`src/rtl/riscv_test_monitor.sv`:
```
// Test-harness monitor for a RISC-V core: runs until the core parks on a
// "jal x0,0" self-loop, then compares selected registers against expected values.
module riscv_test_monitor #(
  parameter int XLEN           = 32,
  parameter int NUM_CHECKS     = 4,
  parameter int TIMEOUT_CYCLES = 1000,
  parameter int HALT_REPEAT    = 3
) (
  input  logic                       clk,
  input  logic                       rst_n,
  input  logic                       start,
  input  logic                       retire,
  input  logic [XLEN-1:0]            pc,
  input  logic [31:0]                instr,
  input  logic [NUM_CHECKS*5-1:0]    exp_addr,
  input  logic [NUM_CHECKS*XLEN-1:0] exp_data,
  output logic [4:0]                 rf_addr,
  input  logic [XLEN-1:0]            rf_data,
  output logic                       done,
  output logic                       pass,
  output logic                       fail,
  output logic                       timeout,
  output logic [$clog2(NUM_CHECKS):0] fail_idx,
  output logic [XLEN-1:0]            got_data,
  output logic [31:0]                cycle_cnt,
  output logic [31:0]                retire_cnt
);

  localparam int IW    = $clog2(NUM_CHECKS) + 1;
  localparam int DEPTH = 1 << IW;
  localparam int HW    = $clog2(HALT_REPEAT + 1);

  localparam logic [31:0]   JAL_SELF    = 32'h0000_006F;
  localparam logic [31:0]   TIMEOUT_LIM = 32'(TIMEOUT_CYCLES);
  localparam logic [HW-1:0] HALT_LIM    = HW'(HALT_REPEAT);
  localparam logic [IW-1:0] LAST_IDX    = IW'(NUM_CHECKS - 1);

  typedef enum logic [1:0] {S_IDLE, S_RUN, S_CHECK, S_DONE} state_t;

  state_t          state;
  logic [HW-1:0]   halt_cnt;
  logic [HW-1:0]   halt_nxt;
  logic [XLEN-1:0] last_pc;
  logic [IW-1:0]   check_idx;
  logic [31:0]     cycle_inc;
  logic [31:0]     retire_inc;
  logic            halt_hit;

  // Expected pairs padded to a power of two so check_idx indexes them directly.
  logic [4:0]      addr_tab [DEPTH];
  logic [XLEN-1:0] data_tab [DEPTH];

  for (genvar g = 0; g < DEPTH; g++) begin : g_tab
    if (g < NUM_CHECKS) begin : g_used
      assign addr_tab[g] = exp_addr[5*g +: 5];
      assign data_tab[g] = exp_data[XLEN*g +: XLEN];
    end else begin : g_pad
      assign addr_tab[g] = '0;
      assign data_tab[g] = '0;
    end
  end

  assign rf_addr = (state == S_CHECK) ? addr_tab[check_idx] : 5'd0;

  // A self-loop only counts when it repeats the previous self-loop's pc.
  always_comb begin
    halt_nxt = halt_cnt;
    if (retire) begin
      if (instr == JAL_SELF)
        halt_nxt = (halt_cnt != '0 && pc == last_pc) ? halt_cnt + 1'b1 : HW'(1);
      else
        halt_nxt = '0;
    end
  end

  assign halt_hit   = (halt_nxt == HALT_LIM);
  assign cycle_inc  = (cycle_cnt == '1) ? cycle_cnt : cycle_cnt + 32'd1;
  assign retire_inc = (retire && retire_cnt != '1) ? retire_cnt + 32'd1 : retire_cnt;

  always_ff @(posedge clk) begin
    if (!rst_n) begin
      state      <= S_IDLE;
      halt_cnt   <= '0;
      last_pc    <= '0;
      check_idx  <= '0;
      done       <= 1'b0;
      pass       <= 1'b0;
      fail       <= 1'b0;
      timeout    <= 1'b0;
      fail_idx   <= '0;
      got_data   <= '0;
      cycle_cnt  <= '0;
      retire_cnt <= '0;
    end else begin
      case (state)
        S_IDLE, S_DONE: begin
          if (start) begin
            state      <= S_RUN;
            halt_cnt   <= '0;
            last_pc    <= '0;
            check_idx  <= '0;
            done       <= 1'b0;
            pass       <= 1'b0;
            fail       <= 1'b0;
            timeout    <= 1'b0;
            fail_idx   <= '0;
            got_data   <= '0;
            cycle_cnt  <= '0;
            retire_cnt <= '0;
          end
        end
        S_RUN: begin
          cycle_cnt  <= cycle_inc;
          retire_cnt <= retire_inc;
          halt_cnt   <= halt_nxt;
          if (retire && instr == JAL_SELF)
            last_pc <= pc;
          // Halt takes priority over a timeout landing on the same cycle.
          if (halt_hit) begin
            state     <= S_CHECK;
            check_idx <= '0;
          end else if (cycle_inc == TIMEOUT_LIM) begin
            state   <= S_DONE;
            done    <= 1'b1;
            timeout <= 1'b1;
            fail    <= 1'b1;
          end
        end
        S_CHECK: begin
          if (rf_data != data_tab[check_idx]) begin
            state    <= S_DONE;
            done     <= 1'b1;
            fail     <= 1'b1;
            fail_idx <= check_idx;
            got_data <= rf_data;
          end else if (check_idx == LAST_IDX) begin
            state <= S_DONE;
            done  <= 1'b1;
            pass  <= 1'b1;
          end else begin
            check_idx <= check_idx + 1'b1;
          end
        end
        default: state <= S_IDLE;
      endcase
    end
  end

endmodule

```
`config.mk`:
```
export PLATFORM = sky130hd
export DESIGN_NAME = riscv_test_monitor
export DESIGN_NICKNAME = d
export VERILOG_FILES = /design/src/rtl/riscv_test_monitor.sv
export SDC_FILE = /design/constraint.sdc
export NUM_CORES = 1
export LEC_CHECK = 0
export ABC_AREA = 1
export ABC_CLOCK_PERIOD_IN_PS = 4000
export BUFFER_PORTS_ARGS = -buffer_cell sky130_fd_sc_hd__clkbuf_2
export CAP_MARGIN = 20
export CORE_MARGIN = 2
export CORE_UTILIZATION = 35
export DETAILED_ROUTE_END_ITERATION = 16
export MAX_ROUTING_LAYER = met4
export PLACE_DENSITY = 0.63
export SYNTH_ARGS = -nofsm -noshare
export SYNTH_HDL_FRONTEND = slang
export SYNTH_SLANG_ARGS = --single-unit
```
`constraint.sdc`:
```
create_clock -name clk -period 4 [get_ports clk]
set_clock_uncertainty 0.1 [all_clocks]
set_input_delay 0.2 -clock clk [delete_from_list [all_inputs] [get_ports clk]]
set_output_delay 0.2 -clock clk [all_outputs]
set_load 0.1 [all_outputs]
```
# ---- Word level (Yosys, flattened, before mapping)
# Index checks and enable logic that the tools add are counted.
dict set report word_totals {
  out_inout_bits 108
  elab_cells 104
  reg_bits 142
}
dict set report classes {
  n_addsub 4
  mux 45
  order_cmp 1
  n_reduce_logical 18
  eq_ne 23
  bitwise 1
}
# cell n
set ops {}
lappend ops {{$pmux W32 S2} 4}
lappend ops {{$mux W32} 7}
lappend ops {{$bmux W32 S3} 1}
lappend ops {{$add A32 B1 Y32 const B} 2}
lappend ops {{$eq A32 B10 Y1 const B} 1}
lappend ops {{$eq A32 B32 Y1} 1}
lappend ops {{$eq A32 B32 Y1 const B} 1}
lappend ops {{$eq A32 B7 Y1 const B} 1}
lappend ops {{$ne A32 B32 Y1} 1}
lappend ops {{$ne A32 B32 Y1 const B} 1}
lappend ops {{$reduce_and A4 Y1} 5}
lappend ops {{$mux W2} 9}
lappend ops {{$ne A2 B2 Y1 const B} 8}
lappend ops {{$bmux W5 S3} 1}
lappend ops {{$mux W3} 5}
lappend ops {{$mux W5} 3}
lappend ops {{$reduce_and A3 Y1} 4}
lappend ops {{$pmux W3 S3} 1}
lappend ops {{$mux W1} 7}
lappend ops {{$eq A2 B2 Y1 const B} 3}
lappend ops {{$pmux W1 S3} 2}
lappend ops {{$pmux W2 S3} 1}
lappend ops {{$pmux W3 S2} 1}
lappend ops {{$reduce_bool A2 Y1} 3}
lappend ops {{other kinds (15)} 19}

# ---- Longest topological paths before layout
dict set report depth {
  ltp_word 8
  mapped_depth 21
}

# ---- Worst setup path after synthesis
# Ideal clock, no wire load.
dict set report synth_path {
  kind {register to register}
  start {reg cycle_cnt[0]}
  end {reg done}
  required_time_ns 3.787
  arrival_ns 2.944
  setup_time_ns 0.113
  stages_incl_launch_ff 20
  period_less_slack_ns 3.157
  n_path_buf 3
  path_slack_ns 0.843
  cell_sequence {dfxtp_1 ha_1 buf_2 inv_2 nor2_4 nand2_2 nor2_4 nand2_1 buf_6 buf_2 nand3_1 nor2_1 nand2_1 nor2_1 nand3_1 nand2_1 nand3_1 nand2_1 nand2_1 nor2_1}
}
dict set report synth_between {
  elab_chain_len 5
}
# element line
set synth_lines {}
lappend synth_lines {{start, declared} 25} ;# output logic [31:0] cycle_cnt,
lappend synth_lines {{start signal, assigned} 113} ;# cycle_cnt <= cycle_inc;
lappend synth_lines {{$add A32 B1 Y32 or $eq A32 B32 Y1 (tied branches)} 77} ;# assign cycle_inc = (cycle_cnt == '1) ? cycle_cnt : cycle_cnt + 32'd1;
lappend synth_lines {{$mux W32 *} 77}
lappend synth_lines {{$eq A32 B10 Y1 *} 122} ;# end else if (cycle_inc == TIMEOUT_LIM) begin
lappend synth_lines {{$ne A2 B2 Y1 (no source line) *} -}
lappend synth_lines {{$reduce_and A4 Y1 (no source line) *} -}
lappend synth_lines {{end signal, assigned} 86} ;# done <= 1'b0;
lappend synth_lines {{end signal, assigned} 124} ;# done <= 1'b1;
lappend synth_lines {{end signal, assigned} 132} ;# done <= 1'b1;
lappend synth_lines {{end, declared} 19} ;# output logic done,
# Every way passes the cells marked *; elsewhere a longest branch is shown, timed or not.
# A chain may end at the register's enable or synchronous reset.

# ---- Worst setup path in the final report
dict set report layout_path {
  start {reg cycle_cnt[0]}
  end {reg fail}
}
dict set report layout_between {
  elab_chain_len 5
}
# element line
set layout_lines {}
lappend layout_lines {{$add A32 B1 Y32 or $eq A32 B32 Y1 (tied branches)} 77}
lappend layout_lines {{$mux W32 *} 77}
lappend layout_lines {{$eq A32 B10 Y1 *} 122}
lappend layout_lines {{$ne A2 B2 Y1 (no source line) *} -}
lappend layout_lines {{$reduce_and A4 Y1 (no source line) *} -}
lappend layout_lines {{end signal, assigned} 88} ;# fail <= 1'b0;
lappend layout_lines {{end signal, assigned} 126} ;# fail <= 1'b1;
lappend layout_lines {{end signal, assigned} 133} ;# fail <= 1'b1;
lappend layout_lines {{end, declared} 21} ;# output logic fail,
# Marks and branches as above.

==> results.yml <==
global_routing:
  antenna_found_initial: 2
  grt_overflow: 0
  grt_pass1_vias: 12100
  grt_max_degree: 79
  grt_pass1_wl_mm: 61.5
  grt_util_all_layers_pct: 25.3
clock_network:
  cts_resized: 0
  numCtsBuffers: 17
  h-tree-depth: 4
  clk_pin_slew_ns: 0.07
  clock_sinks: 142
  tritoncts: "yes"
  root_buffer: "clkbuf_16"
  clock_latency_ns: 0.42
  clockBufferDepth: 2
sta:
  fmaxAchievable_mhz: 287
  grt_setup_unrepaired: "no"
  timing.final.crit_share_pct: 87.2
  slew_headroom_pct: 46.4
  setup_violations: 0
  hold_viol: 0
  worst_pin_slew_ns: 0.803
  report.final.slew_viol_count: 0
  hold_slack_ns: 0.0259
  period_minus_slack_ns: 3.49
  setup_tns_ns: 0
synth:
  synth_edf_count: 0
  avgSynthCellArea_um2: 5.56
  synth_flop_cell: "dfxtp_1"
  synthArstFlopShare_pct: 0
  syn_area_mm2: 0.0104
  ys_types: 37
  ys_seq_area_share_pct: 27.5
  yosysWarnings: 0
  synth_cells: 1861
  synthesis.nets: 2116
  ys_seq_elements: 142
setup_path:
  critPathKind: "reg -> reg"
  worstPathRequired_ns: 4.21
  rrSetupSlack_ns: 0.51
  crit_start: "cycle_cnt[0]"
  r2r-end: "fail"
  crit_path_end_kind: "register"
  worstPathArrival_ns: 3.70
  critPathLaunchType: "register"
  reg2reg_depth: 16
  r2r-start: "cycle_cnt[0]"
  worstPathMaxFanout: 20
pwr:
  ir_drop_v: 0.000334
  power.density_mw_per_mm2: 398
  p_leak_uw: 0.00655
floorplan:
  dieWidth_um: 176
  dieArea_mm2: 0.0310
  die_h_um: 176
  initial_utilization_pct: 35.8
  core_area_mm2: 0.0289
  io-pin-count: 356
  rows: 62
route:
  wl_mm: 38.3
  postRouteAntennaNets: 0
  via_per_inst: 4.86
  vias: 12800
  avgRoutedWirePerCell_um: 14.5
  dr.pass1.iters: 5
  drt_iter0_drc: 815
  drcViolationCount: 0
layout:
  final_common_cell: "nand2_1"
  fin_util_pct: 46.9
  layout.nets: 2492
  syn_to_final_growth_pct: 31.1
  final_cells: 2636
  layout_common_cells: "nand2_1 (681), clkbuf_2 (355), inv_1 (222), nor2_1 (220), nand3_1 (198)"
  nFillCells: 3094
  drive_above_1_share_pct: 19.6
job:
  cap_violations: 0
place:
  dp.final_hpwl_mm: 29.7
  dp_cells: 2541
  routabilityCongestion: 0.961
  portBuffers: 355
min_path:
  min-delay-start: "rf_data[22]"
  hp-class: "in -> reg"
  hold_depth: 3
  min_to: "got_data[22]"
run_status:
  status: "finished clean"
[stage by stage]
step | total power, uW | setup slack, ns | area, um2
after global routing | 5730 | 0.136 | 13600
after detailed placement | 3700 | 0.524 | 12300
after global placement | 3690 | 0.563 | 12300
final | 5400 | 0.510 | 13600
after floorplan | 3190 | 0.843 | 10400
after CTS | 5430 | 0.513 | 13600
[how the worst max path moves through the flow]
| stage | end | slack [ns] | depth (start not counted) |
|---|---|---|---|
| after CTS | fail | 0.51 | 16 |
| after global placement | fail | 0.56 | 16 |
| after detailed placement | fail | 0.52 | 16 |
| after floorplan | done | 0.84 | 19 |
| final | fail | 0.51 | 16 |
| after global routing | fail | 0.14 | 16 |
[worst max-delay path, stage by stage (launching register included)]
cell and delay [ns]:
dfxtp_1 0.49, ha_1 0.38, inv_2 0.09, nor2_4 0.18, nand2_2 0.12, nor2_4 0.19
nand2_1 0.50, nand2_1 0.39, nand2_1 0.08, nor2_1 0.10, nand2_1 0.06, nor2_1 0.13
nand3_1 0.14, nand2_1 0.15, nand3_1 0.11, nor2_1 0.11, nor2_1 0.05
[cell type report]
type                    instances  area (um2)  share of cell area [%]
clock inverters                15         186                    1.37
clock buffers                  17         425                    3.13
inverters                     229         863                    6.36
well taps                     384         480                    3.54
multi-input cells            1411        6220                    45.8
flip-flops and latches        142        2850                    21.0
diodes                          2        5.00                  0.0369
repair buffers                436        2550                    18.8
[flip-flops by register name, indices dropped and copies added (netlist names)]
| signal | cells |
|---|---|
| retire_cnt | 32 |
| timeout | 1 |
| got_data | 32 |
| cycle_cnt | 32 |
| state | 2 |
| check_idx | 3 |
| done | 1 |
| pass | 1 |
| last_pc | 32 |
| fail | 1 |
| fail_idx | 3 |
| halt_cnt | 2 |
[power by group]
part / leakage (uW) / switching (uW) / total (uW) / internal (uW)
Clock: 0.000292 / 687 / 1680 / 991
Combinational: 0.00511 / 1680 / 2180 / 504
Sequential: 0.00115 / 51.9 / 1540 / 1490
[cells in the mapped netlist (all sizes together) (7+ instances only)]
library cell | n | area (um2)
nand3b | 15 | 113
nand2 | 689 | 2610
nor2 | 229 | 890
nand3 | 199 | 1000
inv | 228 | 858
ha | 7 | 87.6
clkbuf | 39 | 148
nor3 | 12 | 60.1
dfxtp | 142 | 2840
o21ai | 56 | 280
xnor2 | 11 | 96.3
a21oi | 133 | 666
nand4 | 29 | 181
buf | 40 | 292
[timing repair]
item                                    4_1_cts  5_1_grt
endpoints found under the hold margin        61        0
hold buffers                                 61        0
buffers inserted                              0        0
endpoints found under the setup margin        0        0
[per-layer routing]
layer  part of all wire [%]  global-route usage (%)  up-vias
met3                    5.2                    3.45       37
li1                       -                       -     6590
met4                    1.5                    6.54        0
met5                      0                       -        -
met1                     45                    32.1     5822
met2                     49                    42.5      358
[cell families (layout without fill, tap and decap cells)]
family          after synthesis  in the layout  synth area share (%)
simple gates               1185           1185                  47.6
buf+inv                     308            697                  12.6
compound gates              203            203                  10.1
flops                       142            142                  27.5
xor+xnor                     16             16                  1.35
fa+ha+maj                     7              7                 0.846
other cells                   0              2                     0
(Power assumes the default switching activity.)
